$ cat src/rtl/imm_defs.vh
// Size-select encodings for the immediate width field (in_imm_bits).
// Bit 1 set means full width regardless of bit 0.
`ifndef IMM_DEFS_VH
`define IMM_DEFS_VH
localparam logic [1:0] IMM_SZ_NARROW = 2'b00;
localparam logic [1:0] IMM_SZ_MID    = 2'b01;
localparam logic [1:0] IMM_SZ_FULL   = 2'b10;
`endif

$ cat src/rtl/imm_extend_pipe_pkg.sv
// Shared types and helpers for the immediate-generation stage.
package imm_extend_pipe_pkg;
  `include "imm_defs.vh"

  typedef enum logic [1:0] {
    SZ_NARROW = IMM_SZ_NARROW,
    SZ_MID    = IMM_SZ_MID,
    SZ_FULL   = IMM_SZ_FULL
  } imm_sz_e;

  // Fold the unused 2'b11 code onto full width.
  function automatic imm_sz_e imm_sz_decode(input logic [1:0] bits);
    imm_sz_e sz;
    if (bits[1])                sz = SZ_FULL;
    else if (bits == IMM_SZ_MID) sz = SZ_MID;
    else                        sz = SZ_NARROW;
    return sz;
  endfunction
endpackage

$ cat src/rtl/imm_extend_pipe_if.sv
// Upstream/downstream handshake bundle for the immediate stage.
interface imm_extend_pipe_if #(
  parameter int DATA_W  = 16,
  parameter int FIELD_W = 11,
  parameter int TAG_W   = 4
) ();
  logic               in_valid;
  logic               in_ready;
  logic [FIELD_W-1:0] in_field;
  logic               in_zext;
  logic [1:0]         in_imm_bits;
  logic               in_shl;
  logic [TAG_W-1:0]   in_tag;
  logic               out_valid;
  logic               out_ready;
  logic [DATA_W-1:0]  out_imm;
  logic [TAG_W-1:0]   out_tag;

  modport master (
    output in_valid, in_field, in_zext, in_imm_bits, in_shl, in_tag, out_ready,
    input  in_ready, out_valid, out_imm, out_tag
  );

  modport slave (
    input  in_valid, in_field, in_zext, in_imm_bits, in_shl, in_tag, out_ready,
    output in_ready, out_valid, out_imm, out_tag
  );
endinterface

$ cat src/rtl/imm_ext_core.sv
// Combinational immediate extender: size select, zero/sign fill, optional shift.
module imm_ext_core
  import imm_extend_pipe_pkg::*;
#(
  parameter int DATA_W   = 16,
  parameter int FIELD_W  = 11,
  parameter int NARROW_W = 5,
  parameter int MID_W    = 8,
  parameter int SHL_AMT  = 1
) (
  input  logic [FIELD_W-1:0] i_field,
  input  logic               i_zext,
  input  logic [1:0]         i_imm_bits,
  input  logic               i_shl,
  output logic [DATA_W-1:0]  o_imm
);
  logic signed [DATA_W-1:0] w_n_sx, w_m_sx, w_f_sx;
  logic        [DATA_W-1:0] w_n_zx, w_m_zx, w_f_zx;
  logic        [DATA_W-1:0] w_n, w_m, w_f, w_sz0, w_sz1, w_sh;
  imm_sz_e                  w_sz;
  logic                     w_sel_mid, w_sel_full;

  // Candidate extensions for each size; signed casts replicate the field MSB.
  assign w_n_sx = DATA_W'($signed(i_field[NARROW_W-1:0]));
  assign w_m_sx = DATA_W'($signed(i_field[MID_W-1:0]));
  assign w_f_sx = DATA_W'($signed(i_field));
  assign w_n_zx = DATA_W'(i_field[NARROW_W-1:0]);
  assign w_m_zx = DATA_W'(i_field[MID_W-1:0]);
  assign w_f_zx = DATA_W'(i_field);

  assign w_sz       = imm_sz_decode(i_imm_bits);
  assign w_sel_mid  = (w_sz == SZ_MID);
  assign w_sel_full = (w_sz == SZ_FULL);

  mux2_1 #(.W(DATA_W)) u_mux_n  (.i_a(w_n_sx), .i_b(w_n_zx), .i_sel(i_zext),     .o_y(w_n));
  mux2_1 #(.W(DATA_W)) u_mux_m  (.i_a(w_m_sx), .i_b(w_m_zx), .i_sel(i_zext),     .o_y(w_m));
  mux2_1 #(.W(DATA_W)) u_mux_f  (.i_a(w_f_sx), .i_b(w_f_zx), .i_sel(i_zext),     .o_y(w_f));
  mux2_1 #(.W(DATA_W)) u_mux_s0 (.i_a(w_n),    .i_b(w_m),    .i_sel(w_sel_mid),  .o_y(w_sz0));
  mux2_1 #(.W(DATA_W)) u_mux_s1 (.i_a(w_sz0),  .i_b(w_f),    .i_sel(w_sel_full), .o_y(w_sz1));

  // Bits shifted past the MSB are discarded by the fixed-width shift.
  assign w_sh = w_sz1 << SHL_AMT;
  mux2_1 #(.W(DATA_W)) u_mux_sh (.i_a(w_sz1),  .i_b(w_sh),   .i_sel(i_shl),      .o_y(o_imm));
endmodule

$ cat src/rtl/mux2_1.sv
// Generic W-bit 2:1 multiplexer cell: o_y = i_sel ? i_b : i_a.
module mux2_1 #(
  parameter int W = 1
) (
  input  logic [W-1:0] i_a,
  input  logic [W-1:0] i_b,
  input  logic         i_sel,
  output logic [W-1:0] o_y
);
  assign o_y = i_sel ? i_b : i_a;
endmodule

$ cat src/rtl/imm_extend_pipe.sv
// Registered immediate-generation stage with a 2-entry skid buffer.
// M drives the outputs; S catches one push while downstream stalls.
module imm_extend_pipe
  import imm_extend_pipe_pkg::*;
#(
  parameter int DATA_W   = 16,
  parameter int FIELD_W  = 11,
  parameter int NARROW_W = 5,
  parameter int MID_W    = 8,
  parameter int SHL_AMT  = 1,
  parameter int TAG_W    = 4
) (
  input  logic             clk,
  input  logic             rst,
  input  logic             flush,
  imm_extend_pipe_if.slave bus
);
  logic [DATA_W-1:0] w_ext_p0;
  logic              w_push, w_pop, w_s_load;
  logic              r_m_vld_p1, r_s_vld_p1;
  logic [DATA_W-1:0] r_m_imm_p1, r_s_imm_p1;
  logic [TAG_W-1:0]  r_m_tag_p1, r_s_tag_p1;

  imm_ext_core #(
    .DATA_W  (DATA_W),
    .FIELD_W (FIELD_W),
    .NARROW_W(NARROW_W),
    .MID_W   (MID_W),
    .SHL_AMT (SHL_AMT)
  ) u_core (
    .i_field   (bus.in_field),
    .i_zext    (bus.in_zext),
    .i_imm_bits(bus.in_imm_bits),
    .i_shl     (bus.in_shl),
    .o_imm     (w_ext_p0)
  );

  // in_ready comes straight from the skid flag, so out_ready never reaches it.
  assign w_push   = bus.in_valid & ~r_s_vld_p1;
  assign w_pop    = r_m_vld_p1 & bus.out_ready;
  assign w_s_load = w_push & r_m_vld_p1 & ~w_pop;

  // ---- stage p0 -> p1: main entry and valid flags ----
  always_ff @(posedge clk) begin
    if (rst) begin
      r_m_vld_p1 <= 1'b0;
      r_s_vld_p1 <= 1'b0;
      r_m_imm_p1 <= '0;
      r_m_tag_p1 <= '0;
    end else if (flush) begin
      r_m_vld_p1 <= 1'b0;
      r_s_vld_p1 <= 1'b0;
    end else if (w_pop && r_s_vld_p1) begin
      r_m_vld_p1 <= 1'b1;
      r_m_imm_p1 <= r_s_imm_p1;
      r_m_tag_p1 <= r_s_tag_p1;
      r_s_vld_p1 <= 1'b0;
    end else if (w_pop || (w_push && !r_m_vld_p1)) begin
      r_m_vld_p1 <= w_push;
      if (w_push) begin
        r_m_imm_p1 <= w_ext_p0;
        r_m_tag_p1 <= bus.in_tag;
      end
    end else if (w_push) begin
      r_s_vld_p1 <= 1'b1;
    end
  end

  // Skid data payload; only its valid flag needs reset.
  always_ff @(posedge clk) begin
    if (w_s_load && !rst && !flush) begin
      r_s_imm_p1 <= w_ext_p0;
      r_s_tag_p1 <= bus.in_tag;
    end
  end

  assign bus.in_ready  = ~r_s_vld_p1;
  assign bus.out_valid = r_m_vld_p1;
  assign bus.out_imm   = r_m_imm_p1;
  assign bus.out_tag   = r_m_tag_p1;
endmodule

$ cat src/flat_wrapper.sv
// flat-port wrapper written by rule: the top's interface ports become plain ports
module imm_extend_pipe_flat import imm_extend_pipe_pkg::*;
#(
  parameter int DATA_W   = 16,
  parameter int FIELD_W  = 11,
  parameter int NARROW_W = 5,
  parameter int MID_W    = 8,
  parameter int SHL_AMT  = 1,
  parameter int TAG_W    = 4
)
  (clk, rst, flush, bus_in_valid, bus_in_field, bus_in_zext, bus_in_imm_bits, bus_in_shl, bus_in_tag, bus_out_ready, bus_in_ready, bus_out_valid, bus_out_imm, bus_out_tag);
  imm_extend_pipe_if #(.DATA_W(DATA_W), .FIELD_W(FIELD_W), .TAG_W(TAG_W)) bus_i ();
  input  logic clk;
  input  logic rst;
  input  logic flush;
  input wire logic [$bits(bus_i.in_valid)-1:0] bus_in_valid;
  input wire logic [$bits(bus_i.in_field)-1:0] bus_in_field;
  input wire logic [$bits(bus_i.in_zext)-1:0] bus_in_zext;
  input wire logic [$bits(bus_i.in_imm_bits)-1:0] bus_in_imm_bits;
  input wire logic [$bits(bus_i.in_shl)-1:0] bus_in_shl;
  input wire logic [$bits(bus_i.in_tag)-1:0] bus_in_tag;
  input wire logic [$bits(bus_i.out_ready)-1:0] bus_out_ready;
  output wire logic [$bits(bus_i.in_ready)-1:0] bus_in_ready;
  output wire logic [$bits(bus_i.out_valid)-1:0] bus_out_valid;
  output wire logic [$bits(bus_i.out_imm)-1:0] bus_out_imm;
  output wire logic [$bits(bus_i.out_tag)-1:0] bus_out_tag;
  assign bus_i.in_valid = bus_in_valid;
  assign bus_i.in_field = bus_in_field;
  assign bus_i.in_zext = bus_in_zext;
  assign bus_i.in_imm_bits = bus_in_imm_bits;
  assign bus_i.in_shl = bus_in_shl;
  assign bus_i.in_tag = bus_in_tag;
  assign bus_i.out_ready = bus_out_ready;
  assign bus_in_ready = bus_i.in_ready;
  assign bus_out_valid = bus_i.out_valid;
  assign bus_out_imm = bus_i.out_imm;
  assign bus_out_tag = bus_i.out_tag;
  imm_extend_pipe #(.DATA_W(DATA_W), .FIELD_W(FIELD_W), .NARROW_W(NARROW_W), .MID_W(MID_W), .SHL_AMT(SHL_AMT), .TAG_W(TAG_W)) u_core (.clk(clk), .rst(rst), .flush(flush), .bus(bus_i));
endmodule
$ cat config.mk
export PLATFORM = sky130hd
export DESIGN_NAME = imm_extend_pipe_flat
export DESIGN_NICKNAME = d
export VERILOG_FILES = /design/src/rtl/imm_extend_pipe_pkg.sv /design/src/rtl/imm_extend_pipe_if.sv /design/src/rtl/imm_ext_core.sv /design/src/rtl/mux2_1.sv /design/src/rtl/imm_extend_pipe.sv /design/src/flat_wrapper.sv
export VERILOG_INCLUDE_DIRS = /design/src /design/src/rtl
export SDC_FILE = /design/constraint.sdc
export NUM_CORES = 1
export LEC_CHECK = 0
export ABC_AREA = 1
export CAP_MARGIN = 20
export CORE_ASPECT_RATIO = 0.9
export CORE_UTILIZATION = 52
export DETAILED_ROUTE_END_ITERATION = 10
export GPL_ROUTABILITY_DRIVEN = 0
export PLACE_DENSITY = 0.83
export SLEW_MARGIN = 15
export SYNTH_ARGS = -nofsm -noshare
export SYNTH_HDL_FRONTEND = slang
export SYNTH_SLANG_ARGS = --single-unit
$ cat constraint.sdc
create_clock -name clk -period 6.2 [get_ports clk]
set_clock_uncertainty 0.1 [all_clocks]
set_input_delay 1.55 -clock clk [delete_from_list [all_inputs] [get_ports clk]]
set_output_delay 1.55 -clock clk [all_outputs]
set_load 0.005 [all_outputs]
# After elaboration in Yosys (flattened, before gate mapping)
# Index checks and enable logic that the tools add are counted.
[totals]
regBits = 42
latch_bits = 0
ram_bits = 0
rom_bits = 0
inputBits = 24
out_inout_bits = 22
wordCells = 47
mem_count = 0
[classes]
n_addsub = 0
multipliers = 0
div = 0
magnitude_cmp = 0
eq_ne = 3
shift = 0
muxes = 16
n_bitwise = 8
reduce_logical = 14
[op_table]
columns = ["cell", "count"]
rows = [
  ["two-way mux 16 bit", 9],
  ["two-way mux 4 bit", 3],
  ["bitwise AND 1 bit", 4],
  ["equality test 2 x 1 -> 1 bit (second input constant)", 2],
  ["logical AND 1 bit", 4],
  ["NOT 1 bit", 4],
  ["nonzero test 2 bit", 2],
  ["zero test 1 bit", 3],
  ["two-way mux 1 bit", 3],
  ["AND reduction 3 bit", 1],
  ["OR reduction 3 bit", 1],
  ["equality test 2 bit (second input constant)", 1],
  ["two-way mux 2 bit", 1],
  ["AND reduction 2 bit", 1],
  ["OR reduction 2 bit", 1],
  ["logical OR 1 bit", 1],
]

# Longest topological paths before layout
# Gate-level depths: netlist of run 1.
[depth]
word_depth = 10
depth_mapped = 9
ltp_nobuf = 9

# By module
# A second synthesis of run 1 with hierarchy kept.
[unflattened]
hier_cells = 549
hier_area_um2 = 3278.1
[by_module_without_submodules]
columns = ["module", "n_inst", "cells_each", "area_per_inst_um2", "seq_area_each_um2"]
rows = [
  ["imm_extend_pipe", 1, 233, 1799.2, 1041.0],
  ["mux2_1", 6, 52, 244.0, 0.0],
  ["imm_ext_core", 1, 4, 15.0, 0.0],
]

# Least setup slack after synthesis of run 1
# Ideal clock, no wire load.
[synth_timing]
kind = "input-to-reg"
from = "in bus_out_ready"
to = "reg u_core.r_s_imm_p1[0], enable pin"
setup_time_ps = 435
t_arrival_ps = 3388
t_required_ps = 5665
setup_slack_ps = 2277
stages = 3
n_path_buf = 0
path_cell_list = "inv_1 > nand2_1 > nor4_1"
[synth_via]
elab_chain_cells = 5
[synth_rtl]
columns = ["item", "line", "text"]
rows = [
  ["start, declared", "flat_wrapper.sv:22", "input wire logic [$bits(bus_i.out_ready)-1:0] bus_out_ready;"],
  ["bitwise AND 1 bit", "imm_extend_pipe.sv:40", "assign w_pop = r_m_vld_p1 & bus.out_ready;"],
  ["NOT 1 bit", "imm_extend_pipe.sv:41", "assign w_s_load = w_push & r_m_vld_p1 & ~w_pop;"],
  ["bitwise AND 1 bit", "imm_extend_pipe.sv:41", ""],
  ["logical AND 1 bit (2 in a row)", "imm_extend_pipe.sv:71", "if (w_s_load && !rst && !flush) begin"],
  ["end signal, assigned", "imm_extend_pipe.sv:72", "r_s_imm_p1 <= w_ext_p0;"],
  ["end, declared", "imm_extend_pipe.sv:21", "logic [DATA_W-1:0] r_m_imm_p1, r_s_imm_p1;"],
]
# Every way passes these cells.
# A chain may end at the register's enable or synchronous reset.

# Worst setup path in the final report of run 1
[layout_timing]
from = "in bus_out_ready"
to = "reg u_core.r_m_imm_p1[11], in the netlist u_core.bus.out_imm[11]"
[layout_via]
elab_chain_cells = 4
word_cells_on_any_way = 7
cone_classes = "1 x mux; 1 x bitwise; 5 x reduce/logical"
[layout_rtl]
columns = ["item", "line", "text"]
rows = [
  ["bitwise AND 1 bit *", "imm_extend_pipe.sv:40", ""],
  ["logical AND 1 bit / logical OR 1 bit (equally long branches)", "imm_extend_pipe.sv:53, imm_extend_pipe.sv:58", ""],
  ["nonzero test 2 bit (no line)", "-", ""],
  ["AND reduction 3 bit (no line)", "-", ""],
  ["end signal, assigned", "imm_extend_pipe.sv:55", "r_m_imm_p1 <= r_s_imm_p1;"],
  ["end signal, assigned", "imm_extend_pipe.sv:61", "r_m_imm_p1 <= w_ext_p0;"],
  ["end, declared", "imm_extend_pipe.sv:21", ""],
]
# Every way passes the cells marked *; elsewhere a longest branch is shown, timed or not.

==> metrics.yaml, run 1 <==
ios: 46
critical_path_buf_inv_count: 3
drive_above_1_share: 0.0641
crit_slowest_cell: "clkdlybuf4s50_1"
multi_input_area_um2: 742
die-area_mm2: 0.00371
crit_family: "simple AND/OR/NAND/NOR gates"
clock_path_buffers: 2
via_count: 1590
core_area_mm2: 0.00319
synth_area_leader_cell: "edfxtp_1"
status: "completed"
netlist_top_cells_area: "edfxtp_1 28%, dfxtp_1 21%, nand2_1 16%"
rsz0062_at_grt: "no"
fillers: 264
ys_seq_elements: 36
antenna_found_initial: 0
post-route-min-period_ns: 2.96
min_path_cells: 2
synthCells: 236
cp_cell_sequence: "clkdlybuf4s50_1, nand3_4, nand2_4, nand2_4, clkinv_2, nand3_1, nand2_1, inv_1"
netlist_area_mm2: 0.00181
yosysTopAreaCellShare: 0.283
cts_hold_buf: 0
grt_start_max_net_pins: 26
cts_setup_buffers: 0
power_density_mw_per_mm2: 226
htree_levels: 2
tightest_slew_ns: 0.504
clkSinkCount: 36
grt_pass1_wl_um: 6420
remaining_drc_errors: 0
ir_worst_vdd_v: 0.000137
final_net_count: 304
initial_core_util: 0.567
dp_hpwl_um: 2750
hold_class: "reg -> reg"
criticalPathCategory: "in -> reg"
final-seq-area_um2: 891
slew_headroom: 0.664
crit_path_frequent_cell: "nand2_4"
cpPeakStageDelay_ns: 0.53
wirelength_um: 3820
min_from: "u_core.bus.out_imm[2]"
ys_seq_area_frac: 0.493
worst_ep_required_time_ns: 6.28
cts_root_buf: "clkbuf_8"
drtIter0Drc: 105
dpl_cell_area_mm2: 0.00225
yosysWarnings: 0
die_w_um: 64.1
gr-total-overflow: 0
design_area_mm2: 0.00236
ant_nets: 0
avgSynthCellArea_um2: 7.66
syn_nets: 260
cp.depth: 8
cts_tree: "done"
path_max_fanout: 25
worstSetupStartpoint: "bus_out_ready"
viasPerCell: 4.92
finalMaxSlewViolations: 0
max-cap-violations: 0
critPathArrivalTime_ns: 3.05
start_kind: "input pin"
wl_per_cell_um: 11.8
setup_viol: 0
port_buffers: 45
post-route-util: 0.740
die_h_um: 57.9
path_clk_slew_ns: 0.07
tns_ns: 0
syn2layout_area_growth_pct: 30.4
r2r.worst_path.cells: 7
grt_pass1_vias: 1435
antennaDiodeCount: 0
r2r-start: "u_core.r_s_vld_p1"
gr-usage-all-layers: 0.229
fp-row-count: 19
clock_latency_ns: 0.28
drtPass1Iterations: 4
hold_viol_final: 0
cts_buffers: 5
critPathCaptureType: "register"
cts_resized: 0
synthDistinctLibCells: 23
p_leak_nw: 1.09
fmax_mhz: 337
fin_crit_sh: 0.478
==> worst reg2reg max path: stages (launching register included) <==
cell and delay, ns:
dfxtp_1 0.44, nand3_4 0.30, nand2_4 0.21, nand2_4 0.14, clkinv_2 0.16, nand3_1 0.10, nand2_1 0.06, inv_1 0.03
==> cells in the mapped netlist <==
library cell / n
inv_2: 2
dfxtp_1: 19
nand2_2: 1
nand3_4: 2
buf_4: 5
and2_1: 6
buf_6: 2
nand2_1: 76
clkbuf_2: 1
buf_2: 1
a21oi_2: 1
nand3_1: 21
a211oi_1: 1
o21ai_0: 5
a21boi_0: 3
clkinv_2: 1
nor4_1: 1
edfxtp_1: 17
nor2_1: 33
nand2_4: 2
a21oi_1: 3
o21ai_1: 7
inv_1: 26
==> kinds of logic after synthesis <==
kind of cell | synth area share
AND/OR/NAND/NOR | 0.344
buffers and inverters | 0.0997
flip-flops | 0.493
AO/OA/AOI/OAI | 0.0630
==> worst paths after layout <==
| check | end | slack [ns] |
|---|---|---|
| worst max-delay path | u_core.bus.out_imm[11] | 3.24 |
| worst min-delay path | u_core.bus.out_imm[2] | 0.38 |
| worst max register to register | u_core.bus.out_imm[11] | 4.57 |
| worst min register to register | u_core.bus.out_imm[2] | 0.38 |
==> flip-flops by register name, indices dropped and copies added (netlist names) <==
| signal | count |
|---|---|
| u_core.bus.out_valid | 1 |
| u_core.bus.out_imm | 13 |
| u_core.r_s_imm_p1 | 13 |
| u_core.r_s_vld_p1 | 1 |
| u_core.bus.out_tag | 4 |
| u_core.r_s_tag_p1 | 4 |
==> cell usage in the layout, fill, tap and decap left out <==
master,count
nand2_4,2
clkinv_2,2
a21oi_1,3
dfxtp_1,19
o21ai_1,7
nor4_2,1
clkbuf_8,5
and2_1,6
nand3_4,2
a21boi_0,3
clkbuf_16,1
o21ai_0,5
inv_1,26
clkbuf_1,1
clkdlybuf4s50_1,45
nand3_1,21
nand2_1,76
inv_2,2
edfxtp_1,17
a21oi_2,1
nand2_2,1
nor2_1,33
buf_4,1
a211oi_1,1
==> power by group <==
group          total (mW)  internal (mW)  leakage (nW)  switching [mW]
Combinational      0.0853         0.0455         0.727          0.0398
Sequential          0.264          0.258         0.311         0.00569
Clock               0.183          0.103        0.0534          0.0800
Total               0.533          0.407          1.09           0.126
==> metal layers <==
layer / share of wire / wire (um) / vias to the layer above / track usage
li1: - / - / 826 / -
met1: 0.47 / 1800 / 709 / 0.326
met2: 0.47 / 1790 / 51 / 0.353
met3: 0.047 / 180 / 4 / 0.0433
met4: 0.012 / 46 / 0 / 0.0825
met5: 0 / 0 / - / 0
==> layout make-up <==
class,count,area share
Inverter,29,0.0467
Clock inverter,1,0.00212
Sequential cell,36,0.378
Timing Repair Buffer,46,0.194
Clock buffer,7,0.0414
Multi-Input combinational cell,162,0.315
Tap cell,42,0.0223
==> through the flow <==
step / total power [mW] / hold WS, ns / setup WS, ns / std cells
global route: 0.559 / 0.413 / 3.12 / 323
finish: 0.533 / 0.382 / 3.24 / 323
floorplan: 0.312 / 0.366 / 2.28 / 236
CTS: 0.537 / 0.385 / 3.22 / 323
detailed placement: 0.354 / 0.374 / 2.93 / 315
global placement: 0.352 / 0.369 / 2.99 / 315
(Power assumes the default switching activity.)
==> run 2: changes to the inputs <==
--- a/config.mk
+++ b/config.mk
@@ -9,10 +9,10 @@
 export ABC_AREA = 1
 export CAP_MARGIN = 20
 export CORE_ASPECT_RATIO = 0.9
-export CORE_UTILIZATION = 52
+export CORE_UTILIZATION = 44
 export DETAILED_ROUTE_END_ITERATION = 10
 export GPL_ROUTABILITY_DRIVEN = 0
-export PLACE_DENSITY = 0.83
+export PLACE_DENSITY = 0.75
 export SLEW_MARGIN = 15
 export SYNTH_ARGS = -nofsm -noshare
 export SYNTH_HDL_FRONTEND = slang
==> constraint.sdc (replaced) <==
create_clock -name clk -period 2.6 [get_ports clk]
set_clock_uncertainty 0.1 [all_clocks]
set_input_delay 0.65 -clock clk [delete_from_list [all_inputs] [get_ports clk]]
set_output_delay 0.65 -clock clk [all_outputs]
set_load 0.005 [all_outputs]
==> run 2 against run 1 <==
Against the previous run: wire length down 6.4%; critical path type is now reg -> out; via count shrank 3.5%; sequential share of layout area is 0.71 points lower; critical endpoint is now bus_in_ready; setup slack got worse by 2.7 ns; cell count is 2.2% higher; non-clock buffer count is 3 higher; clock power grew to 2.5 times the previous value; largest power group unchanged; combinational power grew 140%; hold slack improved by 0.011 ns; core utilization shrank 11 points; clock-buffer cell count unchanged.
==> metrics.yaml, run 2 (synthesis gave the netlist of run 1 again) <==
drive_above_1_share: 0.0739  # +0.00989
multi_input_area_um2: 751  # +1.2%
post-route-min-period_ns: 2.03
p_leak_nw: 1.11  # +1.6%
layout_common_cells: "76 x nand2_1, 45 x clkdlybuf4s50_1, 33 x nor2_1"
gr-usage-all-layers: 0.180  # -0.0488
die_w_um: 69.5  # +8.4%
r2r_slack_ns: 1.09  # -3.48 ns
max-cap-violations: 0  # unchanged
wl_per_cell_um: 10.8  # -8.4%
hold_class: "reg -> reg"
remaining_drc_errors: 0  # unchanged
criticalPathCategory: "reg -> out"
final_net_count: 307  # +0.99%
antenna_found_initial: 0  # unchanged
fin_crit_sh: 0.781
fp-row-count: 21  # +2
clock_path_buffers: 2  # unchanged
grt_pass1_wl_um: 6090  # -5.2%
port_buffers: 45  # unchanged
finalMaxSlewViolations: 0  # unchanged
rsz0062_at_grt: "no"
power_density_mw_per_mm2: 539  # +140%
hold_viol_final: 0  # unchanged
dpl_cell_area_mm2: 0.00229  # +1.6%
drtPass1Iterations: 4  # unchanged
antennaDiodeCount: 0  # unchanged
clkSinkCount: 36  # unchanged
dp_cells: 322  # +2.2%
final_cells: 330  # +2.2%
crit_slowest_cell: "dfxtp_1"
slew_headroom: 0.707  # +0.0436
mostFrequentLayoutCell: "nand2_1"
tightest_slew_ns: 0.438  # -0.0654 ns
critPathCaptureType: "primary output"
cp_cell_sequence: "inv_1, clkdlybuf4s50_1"
final-seq-area_um2: 891  # unchanged
drtIter0Drc: 95  # -9.5%
cts_tree: "done"
cts_resized: 0  # unchanged
dp_hpwl_um: 2740  # -0.32%
path_max_fanout: 4  # -84%
initial_core_util: 0.471  # -0.0962
critPathArrivalTime_ns: 1.28  # -1.77 ns
holdWs_ns: 0.393  # +0.0111 ns
cpPeakStageDelay_ns: 0.46  # -0.07 ns
design_area_mm2: 0.00240  # +1.9%
fmax_mhz: 492
cts_root_buf: "clkbuf_8"
ant_nets: 0  # unchanged
tns_ns: 0  # unchanged
cts_buffers: 5  # unchanged
worst_slack_ns: 0.569  # -2.67 ns
core_area_mm2: 0.00384  # +20%
grt_start_max_net_pins: 18  # -31%
viasPerCell: 4.65  # -5.5%
htree_levels: 2  # unchanged
syn2layout_area_growth_pct: 32.9
fillers: 345  # +31%
worst_ep_required_time_ns: 1.85  # -4.43 ns
gr-total-overflow: 0  # unchanged
post-place-ws_ns: 0.327  # -2.61 ns
status: "completed"
cts_hold_buf: 0  # unchanged
die-area_mm2: 0.00437  # +18%
wirelength_um: 3580  # -6.4%
path_clk_slew_ns: 0.07  # about the same
cts_setup_buffers: 0  # unchanged
via_count: 1535  # -3.5%
ios: 46  # unchanged
start_kind: "register"
ir_worst_vdd_v: 0.000214  # +56%
setup_viol: 0  # unchanged
grt_pass1_vias: 1338  # -6.8%
die_h_um: 62.8  # +8.4%
clock_latency_ns: 0.28  # about the same
[run 2: cell types whose count changed in the layout (fill, tap and decap cells not counted)]
cell	before	now
clkbuf_1	1	0
buf_4	1	4
clkinv_1	0	1
nor4_4	0	1
nor4_2	1	0
clkinv_2	2	1
clkbuf_8	5	6
[run 2: area by class of cell]
class,instances,share of cell area
Inverter,29,0.0459
Multi-Input combinational cell,162,0.313
Tap cell,46,0.0240
Clock buffer,7,0.0448
Timing Repair Buffer,49,0.200
Sequential cell,36,0.371
Clock inverter,1,0.00156
[run 2: worst max-delay path: cells and delay by family (launching register included)]
kind / cells / cell delay, ns
buffers and inverters: 2 / 0.54
DFF: 1 / 0.46
[run 2: metal layers]
metal  GRT usage  vias up  routed length, um
met1       0.250      653               1780
met2       0.269       47               1540
met5           0        -                  0
li1            -      830                  -
met4      0.0842        0                 67
met3      0.0371        5                190
[run 2: power by group]
| part | internal [mW] | switching, mW |
|---|---|---|
| clock | 0.270 | 0.190 |
| combinational | 0.111 | 0.0936 |
| sequential | 0.616 | 0.0126 |
| total | 0.997 | 0.296 |
[run 2: per-stage QoR]
step	power [mW]	utilization
after floorplan	0.744	-
after global routing	1.36	0.626
after global placement	0.843	0.597
after detailed placement	0.847	0.597
after CTS	1.30	0.626
final	1.29	0.626
[run 2: path summary, 6_finish.rpt]
path	from	cells past startpoint	end
min	u_core.bus.out_imm[3]	2	u_core.bus.out_imm[3]
max	u_core.r_s_vld_p1	2	bus_in_ready
min reg2reg	u_core.bus.out_imm[3]	2	u_core.bus.out_imm[3]
max reg2reg	u_core.r_s_vld_p1	7	u_core.bus.out_imm[11]
==> run 3: changes to the inputs <==
--- a/config.mk
+++ b/config.mk
@@ -9,10 +9,10 @@
 export ABC_AREA = 1
 export CAP_MARGIN = 20
 export CORE_ASPECT_RATIO = 0.9
-export CORE_UTILIZATION = 44
+export CORE_UTILIZATION = 48
 export DETAILED_ROUTE_END_ITERATION = 10
 export GPL_ROUTABILITY_DRIVEN = 0
-export PLACE_DENSITY = 0.75
+export PLACE_DENSITY = 0.78
 export SLEW_MARGIN = 15
 export SYNTH_ARGS = -nofsm -noshare
 export SYNTH_HDL_FRONTEND = slang
==> constraint.sdc (replaced) <==
create_clock -name clk -period 1.9 [get_ports clk]
set_clock_uncertainty 0.1 [all_clocks]
set_input_delay 0.475 -clock clk [delete_from_list [all_inputs] [get_ports clk]]
set_output_delay 0.475 -clock clk [all_outputs]
set_load 0.005 [all_outputs]
==> run 3 against run 2 <==
Against the previous run: setup slack worse by 0.45 ns; critical endpoint unchanged; global-route usage up 3.2 points; combinational power up 45%; largest cell class unchanged; highest routed layer unchanged; critical path depth unchanged; flip-flop and latch count unchanged; critical path type unchanged; sequential power up 37%.
==> metrics.yaml, run 3 (synthesis gave the netlist of run 1 again) <==
crit_slowest_cell: "clkdlybuf4s50_1"
cts_hold_buf: 0  # unchanged
via_count: 1620  # +5.5%
r2r_end: "u_core.bus.out_tag[3]"
ir_worst_vdd_v: 0.000346  # +62%
cts_root_buf: "clkbuf_8"
clock_path_buffers: 2  # unchanged
status: "completed"
post-place-ws_ns: -0.153  # -0.479 ns
port_buffers: 45  # unchanged
path_max_fanout: 4  # unchanged
worst_ep_required_time_ns: 1.32  # -0.53 ns
clkSinkCount: 36  # unchanged
fin_crit_sh: 0.938
drive_above_1_share: 0.102  # +0.0284
fmax_mhz: 561
grt_start_max_net_pins: 24  # +6
rsz0062_at_grt: "no"
cpPeakStageDelay_ns: 0.49  # +0.03 ns
fp-row-count: 20  # -4.8%
path_clk_slew_ns: 0.07  # about the same
r2r-start: "u_core.bus.out_valid"
r2r.worst_path.cells: 7  # unchanged
wl_per_cell_um: 10.9  # +0.66%
final-seq-area_um2: 892  # +0.14%
die_w_um: 66.7  # -4.1%
dpl_cell_area_mm2: 0.00238  # +3.9%
design_area_mm2: 0.00246  # +2.6%
remaining_drc_errors: 0  # unchanged
setup_viol: 0  # unchanged
final_net_count: 316  # +2.9%
die-area_mm2: 0.00401  # -8.1%
viasPerCell: 4.81  # +3.3%
power_density_mw_per_mm2: 673  # +25%
cts_buffers: 5  # unchanged
finalMaxSlewViolations: 0  # unchanged
htree_levels: 2  # unchanged
gr-usage-all-layers: 0.212  # +0.0321
intPower_mw: 1.26  # +27%
worst_slack_ns: 0.118  # -0.451 ns
min_from: "u_core.bus.out_imm[3]"
clock_latency_ns: 0.28  # about the same
clockPowerShare: 0.302  # -0.054
layout_common_cells: "76 x nand2_1, 45 x clkdlybuf4s50_1, 33 x nor2_1"
start_kind: "register"
ios: 46  # unchanged
cp_cell_sequence: "inv_1, clkdlybuf4s50_1"
hold_viol_final: 0  # unchanged
dp_hpwl_um: 2810  # +2.3%
multi_input_area_um2: 751  # unchanged
wirelength_um: 3680  # +2.8%
hold_class: "reg -> reg"
post-route-util: 0.708  # +0.0820
ant_nets: 0  # unchanged
drtIter0Drc: 97  # +2.1%
sequentialPowerShare: 0.520  # +0.034
slew_headroom: 0.761  # +0.0539
r2r_slack_ns: 0.45  # -0.64 ns
syn2layout_area_growth_pct: 36.3
mostFrequentLayoutCell: "nand2_1"
p_leak_nw: 1.15  # +3.4%
min_path_cells: 2  # unchanged
p_switching_uw: 392  # +32%
dp_cells: 329  # +2.2%
max-cap-violations: 0  # unchanged
critPathCaptureType: "primary output"
post-route-min-period_ns: 1.78
grt_pass1_wl_um: 6200  # +1.9%
tightest_slew_ns: 0.358  # -0.0808 ns
core_area_mm2: 0.00348  # -9.3%
swShare: 0.237  # +0.00746
hold_path_end: "u_core.bus.out_imm[3]"
grt_pass1_vias: 1417  # +5.9%
die_h_um: 60.2  # -4.1%
fin_total_pwr_mw: 1.66  # +28%
comb_power_share: 0.178  # +0.020
gr-total-overflow: 0  # unchanged
fillers: 329  # -4.6%
final_cells: 337  # +2.1%
initial_core_util: 0.519  # +0.0485
drtPass1Iterations: 4  # unchanged
critPathArrivalTime_ns: 1.21  # -0.07 ns
antennaDiodeCount: 0  # unchanged
antenna_found_initial: 0  # unchanged
criticalPathCategory: "reg -> out"
cts_tree: "done"
## run 3: cell types whose count changed in the layout (fill, tap and decap cells not counted)
cell,change
buf_4,+7
buf_12,+2
clkbuf_1,+2
clkbuf_16,-1
clkbuf_8,-1
clkinv_1,-1
clkinv_2,+1
dfxtp_1,-1
dfxtp_2,+1
## run 3: stage by stage
stage | TNS [ns] | hold WS (ns)
CTS | 0 | 0.392
finish | 0 | 0.386
global placement | -2.98 | 0.367
detailed placement | -3.83 | 0.376
global route | 0 | 0.416
floorplan | 0 | 0.366
## run 3: final cells by class
class,instances,share of cell area
Clock inverter,1,0.00203
Multi-Input combinational cell,162,0.305
Tap cell,44,0.0224
Sequential cell,36,0.362
Inverter,29,0.0447
Timing Repair Buffer,58,0.233
Clock buffer,7,0.0310
## run 3: critical path: cells and delay by family, from the launching register on
| family | cells | cell delay [ns] |
|---|---|---|
| DFF | 1 | 0.36 |
| buffers and inverters | 2 | 0.57 |
## run 3: how the worst max path moves through the flow
stage,to,from
after floorplan,u_core.r_s_imm_p1[0],bus_out_ready
after global placement,u_core.bus.out_imm[14],bus_out_ready
after detailed placement,u_core.bus.out_tag[3],bus_out_ready
after CTS,bus_in_ready,u_core.r_s_vld_p1
after global routing,u_core.bus.out_tag[3],bus_out_ready
final,bus_in_ready,u_core.r_s_vld_p1
## run 3: layer usage
metal / GRT usage / up-vias / share of wire
li1: - / 852 / -
met1: 0.268 / 699 / 0.46
met2: 0.349 / 59 / 0.46
met3: 0.0401 / 10 / 0.054
met4: 0.103 / 0 / 0.021
met5: 0 / - / 0
## run 3: what timing repair did
action,4_1_cts,5_1_grt
endpoints found under the setup margin,0,1
setup buffers,0,0
gates resized for setup,0,1
## run 3: power by group through the flow
| stage | registers, mW | logic (mW) | clock network [mW] |
|---|---|---|---|
| 2_1_floorplan | 0.879 | 0.140 | 0 |
| 3_3_place_gp | 0.877 | 0.291 | 0 |
| 3_5_place_dp | 0.878 | 0.296 | 0 |
| 4_1_cts | 0.861 | 0.297 | 0.510 |
| 5_1_grt | 0.864 | 0.334 | 0.557 |
| 6_report | 0.861 | 0.295 | 0.500 |
